### src/rtl/txn_arbiter.sv
// txn_arbiter: two-master round-robin arbiter for the fabric32 txn bus.
// One outstanding transaction; completion follows the slave rdy handshake.
module txn_arbiter #(
  parameter int AW          = 32,
  parameter int DW          = 32,
  parameter int ACK_TIMEOUT = 16
) (
  input  logic          clk,
  input  logic          arst_n,
  input  logic          m0_req,
  input  logic          m0_wr,
  input  logic [AW-1:0] m0_addr,
  input  logic [DW-1:0] m0_wdata,
  output logic          m0_gnt,
  output logic          m0_done,
  output logic [DW-1:0] m0_rdata,
  input  logic          m1_req,
  input  logic          m1_wr,
  input  logic [AW-1:0] m1_addr,
  input  logic [DW-1:0] m1_wdata,
  output logic          m1_gnt,
  output logic          m1_done,
  output logic [DW-1:0] m1_rdata,
  output logic          txn_req,
  output logic          txn_wr,
  output logic [AW-1:0] txn_addr,
  output logic [DW-1:0] txn_wdata,
  input  logic [DW-1:0] txn_rdata,
  input  logic          txn_rdy,
  output logic          txn_err,
  output logic          done_err
);

  localparam int CW = $clog2(ACK_TIMEOUT);
  localparam logic [CW-1:0] CNT_MAX = CW'(ACK_TIMEOUT - 1);

  typedef enum logic [1:0] {
    IDLE,
    ISSUE,
    WAIT_ACK,
    WAIT_DONE
  } state_t;

  state_t        state_q, state_d;
  logic [CW-1:0] cnt_q, cnt_d;
  logic          rr_q, rr_d;
  logic          own_q, own_d;
  logic          txn_req_q, txn_req_d;
  logic          txn_wr_q, txn_wr_d;
  logic [AW-1:0] txn_addr_q, txn_addr_d;
  logic [DW-1:0] txn_wdata_q, txn_wdata_d;
  logic          m0_gnt_q, m0_gnt_d;
  logic          m1_gnt_q, m1_gnt_d;
  logic          m0_done_q, m0_done_d;
  logic          m1_done_q, m1_done_d;
  logic          done_err_q, done_err_d;
  logic          txn_err_q, txn_err_d;
  logic [DW-1:0] m0_rdata_q, m0_rdata_d;
  logic [DW-1:0] m1_rdata_q, m1_rdata_d;
  logic          win;

  // win=1 selects m1; on a tie the master other than rr wins
  always_comb begin
    win = 1'b0;
    unique case (1'b1)
      m0_req && m1_req:  win = ~rr_q;
      !m0_req && m1_req: win = 1'b1;
      default:           win = 1'b0;
    endcase
  end

  always_comb begin
    state_d     = state_q;
    cnt_d       = cnt_q;
    rr_d        = rr_q;
    own_d       = own_q;
    txn_req_d   = 1'b0;
    txn_wr_d    = txn_wr_q;
    txn_addr_d  = txn_addr_q;
    txn_wdata_d = txn_wdata_q;
    m0_gnt_d    = 1'b0;
    m1_gnt_d    = 1'b0;
    m0_done_d   = 1'b0;
    m1_done_d   = 1'b0;
    done_err_d  = 1'b0;
    txn_err_d   = txn_err_q;
    m0_rdata_d  = m0_rdata_q;
    m1_rdata_d  = m1_rdata_q;
    unique case (state_q)
      IDLE: begin
        if ((m0_req || m1_req) && txn_rdy) begin
          own_d       = win;
          rr_d        = win;
          txn_req_d   = 1'b1;
          txn_wr_d    = win ? m1_wr : m0_wr;
          txn_addr_d  = win ? m1_addr : m0_addr;
          txn_wdata_d = win ? m1_wdata : m0_wdata;
          m0_gnt_d    = ~win;
          m1_gnt_d    = win;
          state_d     = ISSUE;
        end
      end
      ISSUE: begin
        cnt_d   = '0;
        state_d = WAIT_ACK;
      end
      WAIT_ACK: begin
        if (!txn_rdy) begin
          state_d = WAIT_DONE;
        end else if (cnt_q == CNT_MAX) begin
          m0_done_d  = ~own_q;
          m1_done_d  = own_q;
          done_err_d = 1'b1;
          txn_err_d  = 1'b1;
          state_d    = IDLE;
        end else begin
          cnt_d = cnt_q + 1'b1;
        end
      end
      WAIT_DONE: begin
        if (txn_rdy) begin
          m0_done_d = ~own_q;
          m1_done_d = own_q;
          if (!txn_wr_q) begin
            if (own_q) m1_rdata_d = txn_rdata;
            else       m0_rdata_d = txn_rdata;
          end
          state_d = IDLE;
        end
      end
      default: state_d = IDLE;
    endcase
  end

  always_ff @(posedge clk or negedge arst_n) begin
    if (!arst_n) begin
      state_q     <= IDLE;
      cnt_q       <= '0;
      rr_q        <= 1'b1;
      own_q       <= 1'b0;
      txn_req_q   <= 1'b0;
      txn_wr_q    <= 1'b0;
      txn_addr_q  <= '0;
      txn_wdata_q <= '0;
      m0_gnt_q    <= 1'b0;
      m1_gnt_q    <= 1'b0;
      m0_done_q   <= 1'b0;
      m1_done_q   <= 1'b0;
      done_err_q  <= 1'b0;
      txn_err_q   <= 1'b0;
      m0_rdata_q  <= '0;
      m1_rdata_q  <= '0;
    end else begin
      state_q     <= state_d;
      cnt_q       <= cnt_d;
      rr_q        <= rr_d;
      own_q       <= own_d;
      txn_req_q   <= txn_req_d;
      txn_wr_q    <= txn_wr_d;
      txn_addr_q  <= txn_addr_d;
      txn_wdata_q <= txn_wdata_d;
      m0_gnt_q    <= m0_gnt_d;
      m1_gnt_q    <= m1_gnt_d;
      m0_done_q   <= m0_done_d;
      m1_done_q   <= m1_done_d;
      done_err_q  <= done_err_d;
      txn_err_q   <= txn_err_d;
      m0_rdata_q  <= m0_rdata_d;
      m1_rdata_q  <= m1_rdata_d;
    end
  end

  assign txn_req   = txn_req_q;
  assign txn_wr    = txn_wr_q;
  assign txn_addr  = txn_addr_q;
  assign txn_wdata = txn_wdata_q;
  assign m0_gnt    = m0_gnt_q;
  assign m1_gnt    = m1_gnt_q;
  assign m0_done   = m0_done_q;
  assign m1_done   = m1_done_q;
  assign done_err  = done_err_q;
  assign txn_err   = txn_err_q;
  assign m0_rdata  = m0_rdata_q;
  assign m1_rdata  = m1_rdata_q;

endmodule

### config.mk
export PLATFORM = sky130hd
export DESIGN_NAME = txn_arbiter
export DESIGN_NICKNAME = d
export VERILOG_FILES = /design/src/rtl/txn_arbiter.sv
export SDC_FILE = /design/constraint.sdc
export NUM_CORES = 1
export LEC_CHECK = 0
export ABC_CLOCK_PERIOD_IN_PS = 2900
export CORE_MARGIN = 1.5
export CORE_UTILIZATION = 44
export CTS_CLUSTER_DIAMETER = 200
export CTS_CLUSTER_SIZE = 14
export DETAILED_ROUTE_END_ITERATION = 8
export GPL_TIMING_DRIVEN = 0
export PLACE_DENSITY = 0.95
export SYNTH_ARGS = -nofsm -noshare
export SYNTH_HDL_FRONTEND = slang
export SYNTH_SLANG_ARGS = --single-unit
export TNS_END_PERCENT = 10
### constraint.sdc
create_clock -name clk -period 2.9 [get_ports clk]
set_clock_uncertainty 0.05 [all_clocks]
set_input_delay 0.58 -clock clk [delete_from_list [all_inputs] [get_ports clk]]
set_output_delay 0.58 -clock clk [all_outputs]
set_load 0.02 [all_outputs]
==> flow_summary.toml, run 1 <==
[yosys]
synth_top_family_by_area = "simple AND/OR/NAND/NOR gates"
ys_seq_elements = 144
syn-mean-instance-area_sq_um = 12.69
syn-num-nets = 664
synth_flop_cell = "dfrtp_1"
synth_xor_area_frac = 0
synth_mux_area_frac = 0.1145
synthAdderAreaFrac = 0.001987
ys_seq_area_frac = 0.5725
synth_cell_types = 39
async_reset_ff_frac = 1.000
syn_inst = 496
synth-simple-area-share = 0.1522
synth_edf_count = 0
synth-compound-area-share = 0.1163
ys.warnings.count = 0
syn_area_sq_um = 6296

[critical_path]
end_kind = "register"
worstSetupPathType = "primary input to register"
path_max_fanout = 10
crit_arrival_ns = 2.49
startpoint_type = "primary input"
worstPathRequired_ns = 3.15

[sta]
tightest_slew_ns = 0.6731
setup_slack_ns = 0.6575
finalHoldViolCount = 0
slew_headroom = 0.5512
setup_viol = 0
final_max_slew_viol_count = 0
fmax_mhz = 445.9
finalCriticalPeriod_ns = 2.243
period_share = 0.7733
rsz0062_at_grt = "no"

[power_and_ir_drop]
powerDensity_nw_per_um2 = 1038
ir_drop_mv = 0.4873
total_power_mw = 10.56
p_leak_nw = 4.229

[route]
drt_iter0_markers = 338
vias_per_cell = 5.387
drc = 0
ant_nets = 0
dr.pass1.iters = 5
routed_wl_microns = 19500
wire_per_inst_microns = 19.32
num_vias = 5435

[clocking]
cts_hold_buf = 0
cts_num_sinks = 144
cts_buffers = 17
cts_root_buf = "clkbuf_16"
h-tree-depth = 4
cts_resized = 0
clock_latency_ns = 0.41
clk_path_buf_depth = 2
cts_tree = "yes"
cts.reportedPaths.clkPinSlew_ns = 0.06
post-cts-setup-buffers = 0

[final_layout]
syn_to_final_growth_pct = 61.51
nFillCells = 903
fin_nets = 985
drive_gt1_frac = 0.1954
utilization = 0.7297
diodes = 0

[status]
outcome = "completed"

[global_routing]
grt_pass1_wl_microns = 30100
grt_overflow_total = 0
grt_max_degree = 75
track_usage = 0.2659
antenna_found_initial = 0
grt_pass1_vias = 5718

[floorplan]
ios = 303
die_area_sq_um = 15040
core_area_sq_um = 13930
die_w_microns = 122.6
die_h_microns = 122.6
fp-row-count = 43
start_util = 0.4518

[worst_hold_path]
min_path_type = "primary input to asynchronous set/reset pin"

[place]
port_buffers = 301
gp_congestion = 0.8209
place_worst_setup_slack_ns = 0.2028
dp_hpwl_microns = 14740

[flow_run]
drv_cap = 0
## where the power goes
| part | leakage, nW | total [mW] | internal (mW) | switching (mW) |
|---|---|---|---|---|
| Combinational | 2.15 | 4.85 | 2.54 | 2.31 |
| Clock | 0.290 | 2.24 | 1.42 | 0.816 |
| Sequential | 1.78 | 3.47 | 2.93 | 0.548 |
## area by class of cell
| class | instances | area [sq um] | share of cell area |
|---|---|---|---|
| Timing Repair Buffer | 302 | 3042 | 0.2991 |
| Tap cell | 180 | 225.2 | 0.02215 |
| Inverter | 5 | 18.77 | 0.001846 |
| Sequential cell | 144 | 3605 | 0.3545 |
| Multi-Input combinational cell | 301 | 2424 | 0.2383 |
| Buffer | 46 | 249.0 | 0.02449 |
| Clock inverter | 8 | 127.6 | 0.01255 |
| Clock buffer | 23 | 478.0 | 0.04700 |
## stage by stage
step	cells	hold slack, ns	cell area (sq um)	TNS, ns
3_5_place_dp	978	0.4200	9563	0
4_1_cts	1009	0.1327	10170	0
3_3_place_gp	977	0.4087	9534	-631.77
5_1_grt	1009	0.1485	10170	0
2_1_floorplan	496	0.2344	6296	0
6_report	1009	0.1045	10170	0
## Yosys cell counts, types with 2 or more instances
library cell | number | area, sq um
nor3_1 | 28 | 140.1
buf_4 | 2 | 15.01
and3_1 | 2 | 12.51
nand2_1 | 69 | 259.0
buf_6 | 6 | 67.56
dfrtp_1 | 143 | 3578
inv_1 | 5 | 18.77
mux2_1 | 4 | 45.04
nor3_2 | 39 | 390.4
nor2_1 | 3 | 11.26
clkbuf_1 | 18 | 67.56
a221o_1 | 65 | 650.6
nand3_1 | 2 | 10.01
and2_1 | 2 | 12.51
buf_2 | 19 | 95.09
nor3b_1 | 2 | 15.01
nand2b_1 | 2 | 12.51
o211ai_1 | 2 | 15.01
mux2_2 | 60 | 675.7
a21oi_1 | 4 | 20.02
## per-layer routing
| metal | vias to the layer above | wire [microns] | track usage |
|---|---|---|---|
| met1 | 2637 | 7278 | 0.2872 |
| met2 | 279 | 10180 | 0.4791 |
| met4 | 0 | 505 | 0.1112 |
| met5 | - | 0 | 0 |
| li1 | 2477 | - | - |
| met3 | 42 | 1531 | 0.08411 |
## registers in the layout (all words and copies together) (netlist names)
signal,count
m0_gnt,1
txn_req,1
m1_gnt,1
m0_rdata,32
state_q,2
txn_err,1
cnt_q,4
m0_done,1
own_q,1
done_err,1
txn_wdata,32
txn_wr,1
m1_done,1
txn_addr,32
rr_q,1
m1_rdata,32
## final timing paths
| check | endpoint | slack, ns | depth (start not counted) | startpoint |
|---|---|---|---|---|
| worst max-delay path | txn_wdata[26]$_DFFE_PN0P_ | 0.66 | 6 | m1_req |
| worst min-delay path | m1_rdata[23]$_DFFE_PN0P_ | 0.10 | 1 | arst_n |
| worst max register to register | m0_rdata[7]$_DFFE_PN0P_ | 0.98 | 4 | txn_wr$_DFFE_PN0P_ |
| worst min register to register | txn_err$_DFFE_PN0P_ | 0.43 | 1 | txn_err$_DFFE_PN0P_ |
| max in group asynchronous | rr_q$_DFFE_PN1P_ | 1.88 | 2 | arst_n |
| min in group clk | txn_err$_DFFE_PN0P_ | 0.43 | 1 | txn_err$_DFFE_PN0P_ |
## cell families (layout without fill, tap and decap cells)
family,Yosys count,in the layout
flops,144,144
buf+inv,51,384
mux,64,64
fa+ha+maj,1,1
compound gates,77,77
simple gates,159,159
## placed cells by master (no fill, tap or decap), types with 2 or more instances in the layout
cell type | netlist | final
buf_2 | 19 | 19
nand2b_1 | 2 | 2
clkbuf_16 | 0 | 17
inv_6 | 0 | 2
mux2_1 | 4 | 4
inv_1 | 5 | 5
buf_4 | 2 | 2
clkbuf_1 | 18 | 21
clkinvlp_4 | 0 | 2
nor3_2 | 39 | 39
dfrtp_1 | 143 | 143
clkdlybuf4s50_1 | 0 | 300
nor3b_1 | 2 | 2
nor3_1 | 28 | 28
a221o_1 | 65 | 65
and3_1 | 2 | 2
bufinv_16 | 0 | 3
o211ai_1 | 2 | 2
buf_6 | 6 | 7
a21oi_1 | 4 | 4
nand3_1 | 2 | 2
clkbuf_8 | 0 | 3
nor2_1 | 3 | 3
mux2_2 | 60 | 60
and2_1 | 2 | 2
nand2_1 | 69 | 69
## worst max-delay path: stages
cell and delay [ns]:
clkdlybuf4s50_1 0.51, nor2b_1 0.34, buf_2 0.30, buf_1 0.38
nor3_1 0.11, a221o_1 0.27
Note: power is estimated with default switching activity, not from simulation.
==> inputs of run 2 (changes only) <==
--- a/config.mk
+++ b/config.mk
@@ -5,14 +5,14 @@
 export SDC_FILE = /design/constraint.sdc
 export NUM_CORES = 1
 export LEC_CHECK = 0
-export ABC_CLOCK_PERIOD_IN_PS = 2900
+export ABC_CLOCK_PERIOD_IN_PS = 2000
 export CORE_MARGIN = 1.5
-export CORE_UTILIZATION = 44
+export CORE_UTILIZATION = 37
 export CTS_CLUSTER_DIAMETER = 200
 export CTS_CLUSTER_SIZE = 14
 export DETAILED_ROUTE_END_ITERATION = 8
 export GPL_TIMING_DRIVEN = 0
-export PLACE_DENSITY = 0.95
+export PLACE_DENSITY = 0.88
 export SYNTH_ARGS = -nofsm -noshare
 export SYNTH_HDL_FRONTEND = slang
 export SYNTH_SLANG_ARGS = --single-unit
==> constraint.sdc (replaced) <==
create_clock -name clk -period 2 [get_ports clk]
set_clock_uncertainty 0.05 [all_clocks]
set_input_delay 0.4 -clock clk [delete_from_list [all_inputs] [get_ports clk]]
set_output_delay 0.4 -clock clk [all_outputs]
set_load 0.02 [all_outputs]
==> run 2 against run 1 <==
Compared with the run above: sequential share of layout area decreased by 0.25 points; critical path depth increased by 1; routed wire length increased by 0.47%; global-route usage decreased by 4.6 points; via count unchanged; sequential power increased by 44%; clock power increased by 39%; count of clock-buffer cells in the layout decreased by 6; non-clock buffer count increased by 1; critical path type unchanged; largest power group unchanged.
==> flow_summary.toml, run 2 (synthesis results as in run 1) <==
[critical_path]
cpMostUsedCell = "buf_6"
crit_arrival_ns = 2.17
path_buf_inv = 4
path_max_fanout = 10
reg2reg_depth = 5
end_kind = "register"
r2r_slack_ns = 0.14
r2r_end = "m1_rdata[23]$_DFFE_PN0P_"
path_delay_family = "buffers and inverters"
worstSetupPathType = "primary input to register"
slowest_delay_ns = 0.53
crit_path_top_delay_cell = "clkdlybuf4s50_1"
cp_cell_sequence = "clkdlybuf4s50_1 -> buf_6 -> or3b_4 -> buf_6 -> buf_6 -> nor3b_4 -> a21oi_1"
worstPathRequired_ns = 2.24
startpoint_type = "primary input"
worstReg2RegStart = "txn_wr$_DFFE_PN0P_"

[global_routing]
track_usage = 0.2203
grt_pass1_vias = 5573
antenna_found_initial = 0
grt_overflow_total = 0
grt_max_degree = 76
grt_pass1_wl_microns = 30050

[route]
num_vias = 5435
dr.pass1.iters = 4
drt_iter0_markers = 181
wire_per_inst_microns = 18.64
ant_nets = 0
routed_wl_microns = 19590
vias_per_cell = 5.171
drc = 0

[final_layout]
final_common_cell = "clkdlybuf4s50_1"
final_cell_mix = "clkdlybuf4s50_1 (299), dfrtp_1 (143), nand2_1 (69), a221o_1 (65), mux2_2 (60)"
diodes = 0
nFillCells = 1354
utilization = 0.6175
final_cells = 1051
drive_gt1_frac = 0.2070
syn_to_final_growth_pct = 62.66
fin_nets = 986

[floorplan]
die_area_sq_um = 17810
die_h_microns = 133.4
fp-row-count = 47
start_util = 0.3797
die_w_microns = 133.4
ios = 303
core_area_sq_um = 16580

[sta]
slew_headroom = 0.5301
finalHoldViolCount = 0
final_max_slew_viol_count = 0
tightest_slew_ns = 0.7049
rsz0062_at_grt = "no"
setup_slack_ns = 0.06641
finalCriticalPeriod_ns = 1.934
timing.hold.ws_ns = 0.4316
fmax_mhz = 517.2
period_share = 0.9668
setup_viol = 0

[clocking]
cts_buffers = 17
h-tree-depth = 4
cts_num_sinks = 144
cts.reportedPaths.clkPinSlew_ns = 0.06
cts_tree = "yes"
clk_path_buf_depth = 2
cts_root_buf = "clkbuf_16"
clock_latency_ns = 0.41
post-cts-setup-buffers = 0

[power_and_ir_drop]
ir_drop_mv = 0.7517
powerDensity_nw_per_um2 = 1478
total_power_mw = 15.14
p_leak_nw = 4.243

[worst_hold_path]
min_path_type = "register to register"
whs_endpoint = "rr_q$_DFFE_PN1P_"
min_from = "rr_q$_DFFE_PN1P_"
hold_depth = 2

[status]
outcome = "completed"

[flow_run]
drv_cap = 0

[place]
place_inst = 1018
dp_hpwl_microns = 14810
place_worst_setup_slack_ns = -0.4958
port_buffers = 301
gp_congestion = 0.8288
## run 2: cell types whose count changed in the layout (fill, tap and decap cells not counted), moves of 2 or more
cell	delta
inv_8	+3
buf_6	+2
clkbuf_4	+4
clkbuf_2	+5
inv_6	+3
buf_2	-6
bufinv_16	-2
clkbuf_8	-3
clkbuf_1	-7
## run 2: metal layers
layer,global-route usage,wire length [microns],vias to the layer above,share of wire
li1,-,-,2495,-
met1,0.2592,7810,2654,0.40
met2,0.3780,9715,257,0.50
met3,0.07382,1623,29,0.083
met4,0.07488,440,0,0.022
met5,0,0,-,0
## run 2: how the worst max path moves through the flow
stage / start / endpoint / slack, ns / depth (start not counted)
global route: txn_rdy / txn_wdata[20]$_DFFE_PN0P_ / 0.005 / 6
CTS: txn_rdy / txn_wdata[22]$_DFFE_PN0P_ / -0.01 / 7
detailed placement: txn_rdy / txn_wdata[1]$_DFFE_PN0P_ / -0.50 / 7
finish: txn_rdy / own_q$_DFFE_PN0P_ / 0.07 / 7
floorplan: txn_wr$_DFFE_PN0P_ / m1_rdata[22]$_DFFE_PN0P_ / 0.36 / 5
global placement: arst_n / txn_wdata[31]$_DFFE_PN0P_ / -5.24 / 1
## run 2: what timing repair did
| item | CTS | global route |
|---|---|---|
| hold buffers | 1 | 0 |
| gates resized for setup | 6 | 15 |
| pin swaps | 0 | 0 |
| hold endpoints to repair | 72 | 0 |
| setup endpoints to repair | 23 | 50 |
## run 2: where the power goes
group / internal [mW] / switching (mW) / leakage [nW] / total (mW)
Sequential: 4.24 / 0.771 / 1.78 / 5.01
Combinational: 3.69 / 3.33 / 2.18 / 7.02
Clock: 1.75 / 1.35 / 0.277 / 3.11
## run 2: per-stage QoR
step / instance area (sq um) / TNS (ns)
detailed placement: 9613 / -41.92
finish: 10240 / 0
global placement: 9584 / -788.14
CTS: 10220 / -0.01345
global route: 10240 / 0
floorplan: 6296 / 0
## run 2: cell type report
class,count,area (sq um),share of cell area
clock inverter,15,148.9,0.01454
clock buffer,17,425.4,0.04154
tap,220,275.3,0.02688
inverter,5,18.77,0.001833
multi-input combinational,301,2440,0.2382
buffer,46,277.8,0.02712
timing repair buffer,303,3050,0.2979
sequential,144,3605,0.3520
## run 2: worst reg2reg max path, delay by kind of cell, from the launching register on
family / cells / cell delay, ns
DFF: 1 / 0.46
and+or+nand+nor: 2 / 0.49
buffers and inverters: 2 / 0.39
muxes: 1 / 0.34
